===== config.mk =====
export PLATFORM = sky130hd
export DESIGN_NAME = fetch_control_unit
export DESIGN_NICKNAME = d
export VERILOG_FILES = /design/src/rtl/fetch_control_unit_pkg.sv /design/src/rtl/fetch_control_unit_sat_counter.sv /design/src/rtl/fetch_control_unit.sv
export SDC_FILE = /design/constraint.sdc
export NUM_CORES = 1
export LEC_CHECK = 0
export CORE_MARGIN = 2
export CORE_UTILIZATION = 50
export DETAILED_ROUTE_END_ITERATION = 6
export HOLD_SLACK_MARGIN = 0.06
export PLACE_DENSITY = 0.77
export SLEW_MARGIN = 20
export SYNTH_ARGS = -nofsm -noshare
export SYNTH_HDL_FRONTEND = slang
export SYNTH_SLANG_ARGS = --single-unit

===== constraint.sdc =====
create_clock -name clk -period 16.5 [get_ports clk]
set_input_delay 3.3 -clock clk [delete_from_list [all_inputs] [get_ports clk]]
set_output_delay 3.3 -clock clk [all_outputs]
set_load 0.005 [all_outputs]

===== src/rtl/fetch_control_unit_pkg.sv =====
// Shared types and constants for the instruction fetch front end.
package common;

    typedef enum logic [1:0] {
        FETCH = 2'd0,
        HOLD  = 2'd1,
        DRAIN = 2'd2
    } fetch_state_t;

    localparam logic [31:0] NOP_INSTR = 32'h0000_0013;

endpackage : common


===== src/rtl/fetch_control_unit_sat_counter.sv =====
// Event counter that sticks at all-ones instead of wrapping.
module sat_counter #(
    parameter int W = 32
) (
    input  logic         clk,
    input  logic         reset,
    input  logic         inc,
    output logic [W-1:0] count
);

    logic [W-1:0] r_count;

    always_ff @(posedge clk or posedge reset) begin
        if (reset) begin
            r_count <= '0;
        end else if (inc && (r_count != {W{1'b1}})) begin
            r_count <= r_count + {{(W-1){1'b0}}, 1'b1};
        end
    end

    assign count = r_count;

endmodule : sat_counter


===== src/rtl/fetch_control_unit.sv =====
// PC and IF/ID register with stall buffering, redirect draining of stale fetches,
// and saturating stall/flush counters.
module fetch_control_unit
    import common::*;
#(
    parameter logic [31:0] RESET_PC = 32'h0000_0000,
    parameter int          CNT_W    = 32
) (
    input  logic             clk,
    input  logic             reset,
    input  logic             PCWrite_n,
    input  logic             if_id_Write_n,
    input  logic             is_data_stall,
    input  logic             is_control_hazard,
    input  logic [31:0]      branch_target,
    output logic             imem_req,
    output logic [31:0]      imem_addr,
    input  logic             imem_ready,
    input  logic [31:0]      imem_rdata,
    output logic [31:0]      pc,
    output logic [31:0]      if_id_instr,
    output logic [31:0]      if_id_pc,
    output logic             if_id_valid,
    output logic [CNT_W-1:0] stall_cycles,
    output logic [CNT_W-1:0] flush_count
);

    fetch_state_t r_state, w_state_next;
    logic [31:0]  r_pc, w_pc_next;
    logic [31:0]  r_req_addr, w_req_addr_next;
    logic [31:0]  r_hold_instr, w_hold_instr_next;
    logic [31:0]  r_hold_pc, w_hold_pc_next;
    logic [31:0]  r_if_id_instr, w_if_id_instr_next;
    logic [31:0]  r_if_id_pc, w_if_id_pc_next;
    logic         r_if_id_valid, w_if_id_valid_next;
    logic         w_stall;

    assign w_stall = PCWrite_n | if_id_Write_n;

    always_ff @(posedge clk or posedge reset) begin
        if (reset) begin
            r_state       <= FETCH;
            r_pc          <= RESET_PC;
            r_req_addr    <= RESET_PC;
            r_hold_instr  <= NOP_INSTR;
            r_hold_pc     <= '0;
            r_if_id_instr <= NOP_INSTR;
            r_if_id_pc    <= '0;
            r_if_id_valid <= 1'b0;
        end else begin
            r_state       <= w_state_next;
            r_pc          <= w_pc_next;
            r_req_addr    <= w_req_addr_next;
            r_hold_instr  <= w_hold_instr_next;
            r_hold_pc     <= w_hold_pc_next;
            r_if_id_instr <= w_if_id_instr_next;
            r_if_id_pc    <= w_if_id_pc_next;
            r_if_id_valid <= w_if_id_valid_next;
        end
    end

    always_comb begin
        w_state_next       = r_state;
        w_pc_next          = r_pc;
        w_req_addr_next    = r_req_addr;
        w_hold_instr_next  = r_hold_instr;
        w_hold_pc_next     = r_hold_pc;
        w_if_id_instr_next = r_if_id_instr;
        w_if_id_pc_next    = r_if_id_pc;
        w_if_id_valid_next = r_if_id_valid;
        case (r_state)
            FETCH: begin
                if (imem_ready) begin
                    if (is_control_hazard) begin
                        w_pc_next          = branch_target;
                        w_if_id_valid_next = 1'b0;
                    end else if (w_stall) begin
                        w_hold_instr_next = imem_rdata;
                        w_hold_pc_next    = r_pc;
                        w_state_next      = HOLD;
                    end else begin
                        w_if_id_instr_next = imem_rdata;
                        w_if_id_pc_next    = r_pc;
                        w_if_id_valid_next = 1'b1;
                        w_pc_next          = r_pc + 32'd4;
                    end
                end else if (is_control_hazard) begin
                    // Request at r_pc is still in flight; keep presenting it until it completes.
                    w_req_addr_next    = r_pc;
                    w_pc_next          = branch_target;
                    w_if_id_valid_next = 1'b0;
                    w_state_next       = DRAIN;
                end
            end
            HOLD: begin
                if (is_control_hazard) begin
                    w_pc_next          = branch_target;
                    w_if_id_valid_next = 1'b0;
                    w_state_next       = FETCH;
                end else if (!w_stall) begin
                    w_if_id_instr_next = r_hold_instr;
                    w_if_id_pc_next    = r_hold_pc;
                    w_if_id_valid_next = 1'b1;
                    w_pc_next          = r_pc + 32'd4;
                    w_state_next       = FETCH;
                end
            end
            DRAIN: begin
                if (is_control_hazard) begin
                    w_pc_next          = branch_target;
                    w_if_id_valid_next = 1'b0;
                end
                if (imem_ready) begin
                    w_state_next = FETCH;
                end
            end
            default: w_state_next = FETCH;
        endcase
    end

    assign imem_req    = (r_state != HOLD);
    assign imem_addr   = (r_state == DRAIN) ? r_req_addr : r_pc;
    assign pc          = r_pc;
    assign if_id_instr = r_if_id_instr;
    assign if_id_pc    = r_if_id_pc;
    assign if_id_valid = r_if_id_valid;

    sat_counter #(.W(CNT_W)) u_stall_cnt (
        .clk   (clk),
        .reset (reset),
        .inc   (is_data_stall),
        .count (stall_cycles)
    );

    sat_counter #(.W(CNT_W)) u_flush_cnt (
        .clk   (clk),
        .reset (reset),
        .inc   (is_control_hazard),
        .count (flush_count)
    );

endmodule : fetch_control_unit

# --- Word level (Yosys, flattened, before mapping) ---
# Cells that the tools add are included.
word_totals:
  register_bits: 259
  input_bits: 71
  output_inout_bits: 194
  wordCells: 71
classes:
  add_sub_neg: 3
  n_eq_ne: 15
  muxes: 31
  bitwise_logic: 3
  reduce_logical: 9
op_table:
  columns: ["op", "count"]
  rows:
  - ["2-to-1 mux 32 bit", 15]
  - ["one-hot mux 32 bit (2 select lines)", 2]
  - ["one-hot mux 32 bit (3 select lines)", 1]
  - ["adder 32 x 1 -> 32 bit (second input constant)", 2]
  - ["inequality test 32 bit (second input constant)", 2]
  - ["adder 32 x 3 -> 32 bit (second input constant)", 1]
  - ["2-to-1 mux 2 bit", 7]
  - ["inequality test 2 bit (second input constant)", 6]
  - ["inequality test 3 bit (second input constant)", 4]
  - ["one-hot mux 2 bit (3 select lines)", 1]
  - ["AND reduction 6 bit", 1]
  - ["AND reduction 5 bit", 1]
  - ["2-to-1 mux 1 bit", 4]
  - ["AND reduction 4 bit", 1]
  - ["one-hot mux 1 bit (3 select lines)", 1]
  - ["AND reduction 3 bit", 1]
  - ["nonzero test 3 bit", 1]
  - ["equality test 2 x 1 -> 1 bit (second input constant)", 1]
  - ["equality test 2 bit (second input constant)", 1]
  - ["logical AND 1 bit", 2]
  - ["logical NOT 2 bit", 1]
  - ["inequality test 2 x 1 -> 1 bit (second input constant)", 1]
  - ["inverter 1 bit", 2]
  - ["nonzero test 2 bit", 1]
  - ["OR 1 bit", 1]

# --- Depth between registers and ports, before layout ---
logic_depth:
  ltp_word: 5
  mapped_depth: 9

# --- By module ---
# A second synthesis with hierarchy kept.
hier_totals:
  cells_unflattened: 1123
  area_unflattened_um2: 12607.1
modules_own_cells:
  columns: ["mod", "n_inst", "cells_each", "area_each_um2", "seq_area_each_um2"]
  rows:
  - ["fetch_control_unit", 1, 833, 9397.8, 4887.2]
  - ["sat_counter at u_stall_cnt", 1, 151, 1647.8, 800.8]
  - ["sat_counter at u_flush_cnt", 1, 139, 1561.5, 800.8]

# --- Worst setup path before layout ---
# OpenSTA, ideal clock, no wires.
synth_timing:
  kind: "register to output"
  startpoint: "register r_state[0]"
  endpoint: "output port imem_addr[12]"
  arrival_time_ns: 1.667
  required_ns: 13.200
  path_slack_ns: 11.533
  stages_incl_launch_ff: 6
  cell_sequence: "dfrtp_1 -> inv_1 -> ha_1 -> clkbuf_1 -> buf_1 -> mux2_2"
synth_between:
  elab_chain_len: 2
synth_rtl:
  columns: ["element", "line", "rtl"]
  rows:
  - ["start: declaration", "fetch_control_unit.sv:28", "fetch_state_t r_state, w_state_next;"]
  - ["start signal: assignment", "fetch_control_unit.sv:51", "r_state <= w_state_next;"]
  - ["equality test 2 bit", "fetch_control_unit.sv:122", "assign imem_addr = (r_state == DRAIN) ? r_req_addr : r_pc;"]
  - ["2-to-1 mux 32 bit", "fetch_control_unit.sv:122", null]
  - ["end: declaration", "fetch_control_unit.sv:17", "output logic [31:0] imem_addr,"]
# No other way between the ends.

# --- Final worst setup path ---
layout_timing:
  startpoint: "register r_state[0]"
  endpoint: "output port imem_addr[0]"
# Same word-level chain as after synthesis.

==> impl_metrics.json <==
{
  "status": "completed",
  "slowest_delay_ns": 0.82,
  "die-width_um": 162,
  "worstMarginPinSlew_ns": 0.972,
  "vias": 9643,
  "grt_pass1_wl_um": 51000,
  "switching_power_mw": 0.921,
  "seq_power_share": 0.402,
  "holdBufCountCts": 0,
  "cts_buffer_depth": 3,
  "firstDrtPassIters": 5,
  "postRouteAntennaNets": 0,
  "path_max_fanout": 37,
  "async_reset_ff_frac": 1.00,
  "initial_core_util": 0.510,
  "dieHeight_um": 162,
  "path_cells": "inv_1, ha_2, mux2_2, clkdlybuf4s50_1",
  "period_share": 0.372,
  "p_sw_frac": 0.332,
  "grt_pass1_vias": 9347,
  "coreArea_um2": 24300,
  "pre_cts_ws_ns": 10.13,
  "fp.dieArea_um2": 26100,
  "clk_pin_slew_ns": 0.06,
  "crit_slowest_cell": "ha_2",
  "grt_max_degree": 121,
  "rows": 57,
  "cts_sinks": 259,
  "slew_headroom": 0.350,
  "peakVddDrop_mv": 0.101,
  "finalSetupViolations": 0,
  "report.final.slew_viol_count": 0,
  "hold_class": "reg -> reg",
  "clkPwrFrac": 0.217,
  "max_clock_freq_mhz": 163,
  "clockRootBuffer": "clkbuf_16",
  "p_int_mw": 1.86,
  "seq_area_frac_synth": 0.523,
  "placed_cell_area_um2": 15300,
  "crit_buf_inv": 2,
  "fin_nets": 1424,
  "synth_area_leaders": "dfrtp_1 51%, mux2_2 12%, mux2i_1 5.6%",
  "syn-num-nets": 1188,
  "drc": 0,
  "cp_data_required_time_ns": 13.20,
  "period_minus_slack_ns": 6.14,
  "drtIter0Drc": 637,
  "layout_common_cells": "264 x clkdlybuf4s50_1, 253 x dfrtp_1, 130 x mux2_2",
  "yosysTopAreaCellShare": 0.510,
  "ys_types": 71,
  "routed_wl_um": 31800,
  "synthCells": 1110,
  "syn_to_final_growth_pct": 30.5,
  "gr-usage-all-layers": 0.241,
  "crit_type": "reg -> out",
  "ctsResizeCount": 0,
  "leakage_nw": 6.72,
  "setup_tns_ns": 0,
  "gp_congestion": 0.873,
  "n_fill_cell": 1872,
  "drive_gt1_frac": 0.156,
  "cp.arrival_ns": 2.84,
  "setup_ws_ns": 10.36,
  "avgViaCountPerCell": 5.70,
  "dpl.hpwl_um": 21500,
  "grt-ovfl-total": 0,
  "power_frac_comb": 0.381,
  "htree_num_levels": 1,
  "synth_area_um2": 12400,
  "post_drt_wl_per_cell_um": 18.8,
  "yosys_warnings": 0,
  "synth_area_per_cell_um2": 11.2,
  "startpoint_type": "flip-flop",
  "synth_top_flop_cell": "dfrtp_1",
  "io_buffer_count": 264,
  "final_common_cell": "clkdlybuf4s50_1",
  "hold_viol": 0,
  "insertion_delay_ns": 0.54,
  "cp_top_family": "adder cells",
  "cp-end-kind": "primary output",
  "yosysTopAreaCell": "dfrtp_1",
  "cts_setup_buffers": 0,
  "pin_count": 265,
  "grt_setup_unrepaired": "no",
  "finish.instance_area_um2": 16200,
  "synth_edf_count": 0,
  "maxCapViolCount": 0,
  "power_density_nw_per_um2": 171,
  "cts_tree": "done",
  "fin_skew_ns": 0.00866,
  "cts_buffers": 28,
  "holdWs_ns": 0.484,
  "synth_seq_cells": 259,
  "antenna_found_initial": 1
}
## registers in the layout, summed over array words and instances (netlist names), 32 cells and up
| name | cells |
|---|---|
| u_flush_cnt.count | 32 |
| pc | 32 |
| r_req_addr | 32 |
| if_id_pc | 32 |
| r_hold_pc | 32 |
| if_id_instr | 32 |
| u_stall_cnt.count | 32 |
| r_hold_instr | 32 |
## cells in the mapped netlist (all sizes together) (4+ instances only)
library cell and number:
nor2 103, a21oi 78, inv 15, or3 4, nand4 29, a21o 4
and3 12, o211ai 5, nor3 25, buf 36, dfrtp 253, dfstp 6
and4 10, mux2 130, ha 7, xor2 30, a31oi 12, a22o 5
xnor2 32, nand3 49, clkbuf 33, and2 6, o21ai 30, a22oi 6
mux2i 69, nand2 47, nor3b 4, nor4 13, o311ai 8, or4 5
o31ai 6
## metal layers
layer | vias to the layer above | GRT usage | share of wire | wire [um]
li1 | 4501 | - | - | -
met1 | 4747 | 0.330 | 0.43 | 13700
met2 | 343 | 0.394 | 0.47 | 15000
met3 | 52 | 0.0542 | 0.078 | 2470
met4 | 0 | 0.0552 | 0.020 | 641
met5 | - | 0 | 0 | 0
## stage by stage
stage               cells   util  total power, mW
floorplan            1110      -             1.62
global placement     1639  0.628             2.15
detailed placement   1640  0.629             2.18
CTS                  1691  0.666             2.80
global route         1691  0.666             2.95
finish               1692  0.666             2.78
## layout make-up
type / instances / area, um2 / share of cell area
repair buffers: 275 / 2740 / 0.169
multi-input cells: 767 / 5610 / 0.346
clock inverters: 10 / 83.8 / 0.00518
clock buffers: 41 / 801 / 0.0494
well taps: 324 / 405 / 0.0250
inverters: 15 / 63.8 / 0.00394
diodes: 1 / 2.50 / 0.000154
flip-flops and latches: 259 / 6490 / 0.401
## power by group through the flow
stage | Combinational (mW) | Clock [mW] | Sequential, mW
2_1_floorplan | 0.577 | 0 | 1.04
3_3_place_gp | 1.03 | 0 | 1.11
3_5_place_dp | 1.06 | 0 | 1.13
4_1_cts | 1.06 | 0.618 | 1.12
5_1_grt | 1.15 | 0.649 | 1.15
6_report | 1.06 | 0.602 | 1.12
## logic make-up after synthesis
group,Yosys count,synth area share
AO/OA/AOI/OAI,178,0.0881
XOR/XNOR,62,0.0438
adder cells (fa/ha/maj),7,0.00706
buffers and inverters,84,0.0283
flip-flops,259,0.523
multiplexers,199,0.174
AND/OR/NAND/NOR,321,0.136
## worst register-to-register path, cell delays in order, from the launching register on
cell	delay, ns
dfrtp_1	0.43
inv_1	0.15
ha_4	0.62
nand2b_1	0.14
a2111oi_2	0.44
buf_4	0.66
buf_12	0.34
nor2_1	0.11
a21oi_1	0.15
## worst paths after layout
kind | start | endpoint | slack [ns] | cells after the start
max | r_state[0]$_DFFE_PP0P_ | imem_addr[0] | 10.36 | 4
max reg2reg | r_state[1]$_DFFE_PP0P_ | if_id_instr[9]$_DFFE_PP0P_ | 13.38 | 8
max in group asynchronous | reset | if_id_instr[7]$_DFFE_PP0P_ | 11.13 | 4
min | r_req_addr[13]$_DFFE_PP0P_ | r_req_addr[13]$_DFFE_PP0P_ | 0.48 | 2
min in group asynchronous | reset | r_req_addr[3]$_DFFE_PP0P_ | 3.35 | 2
min reg2reg | r_req_addr[13]$_DFFE_PP0P_ | r_req_addr[13]$_DFFE_PP0P_ | 0.48 | 2
Power figures use the tool's default switching activity.
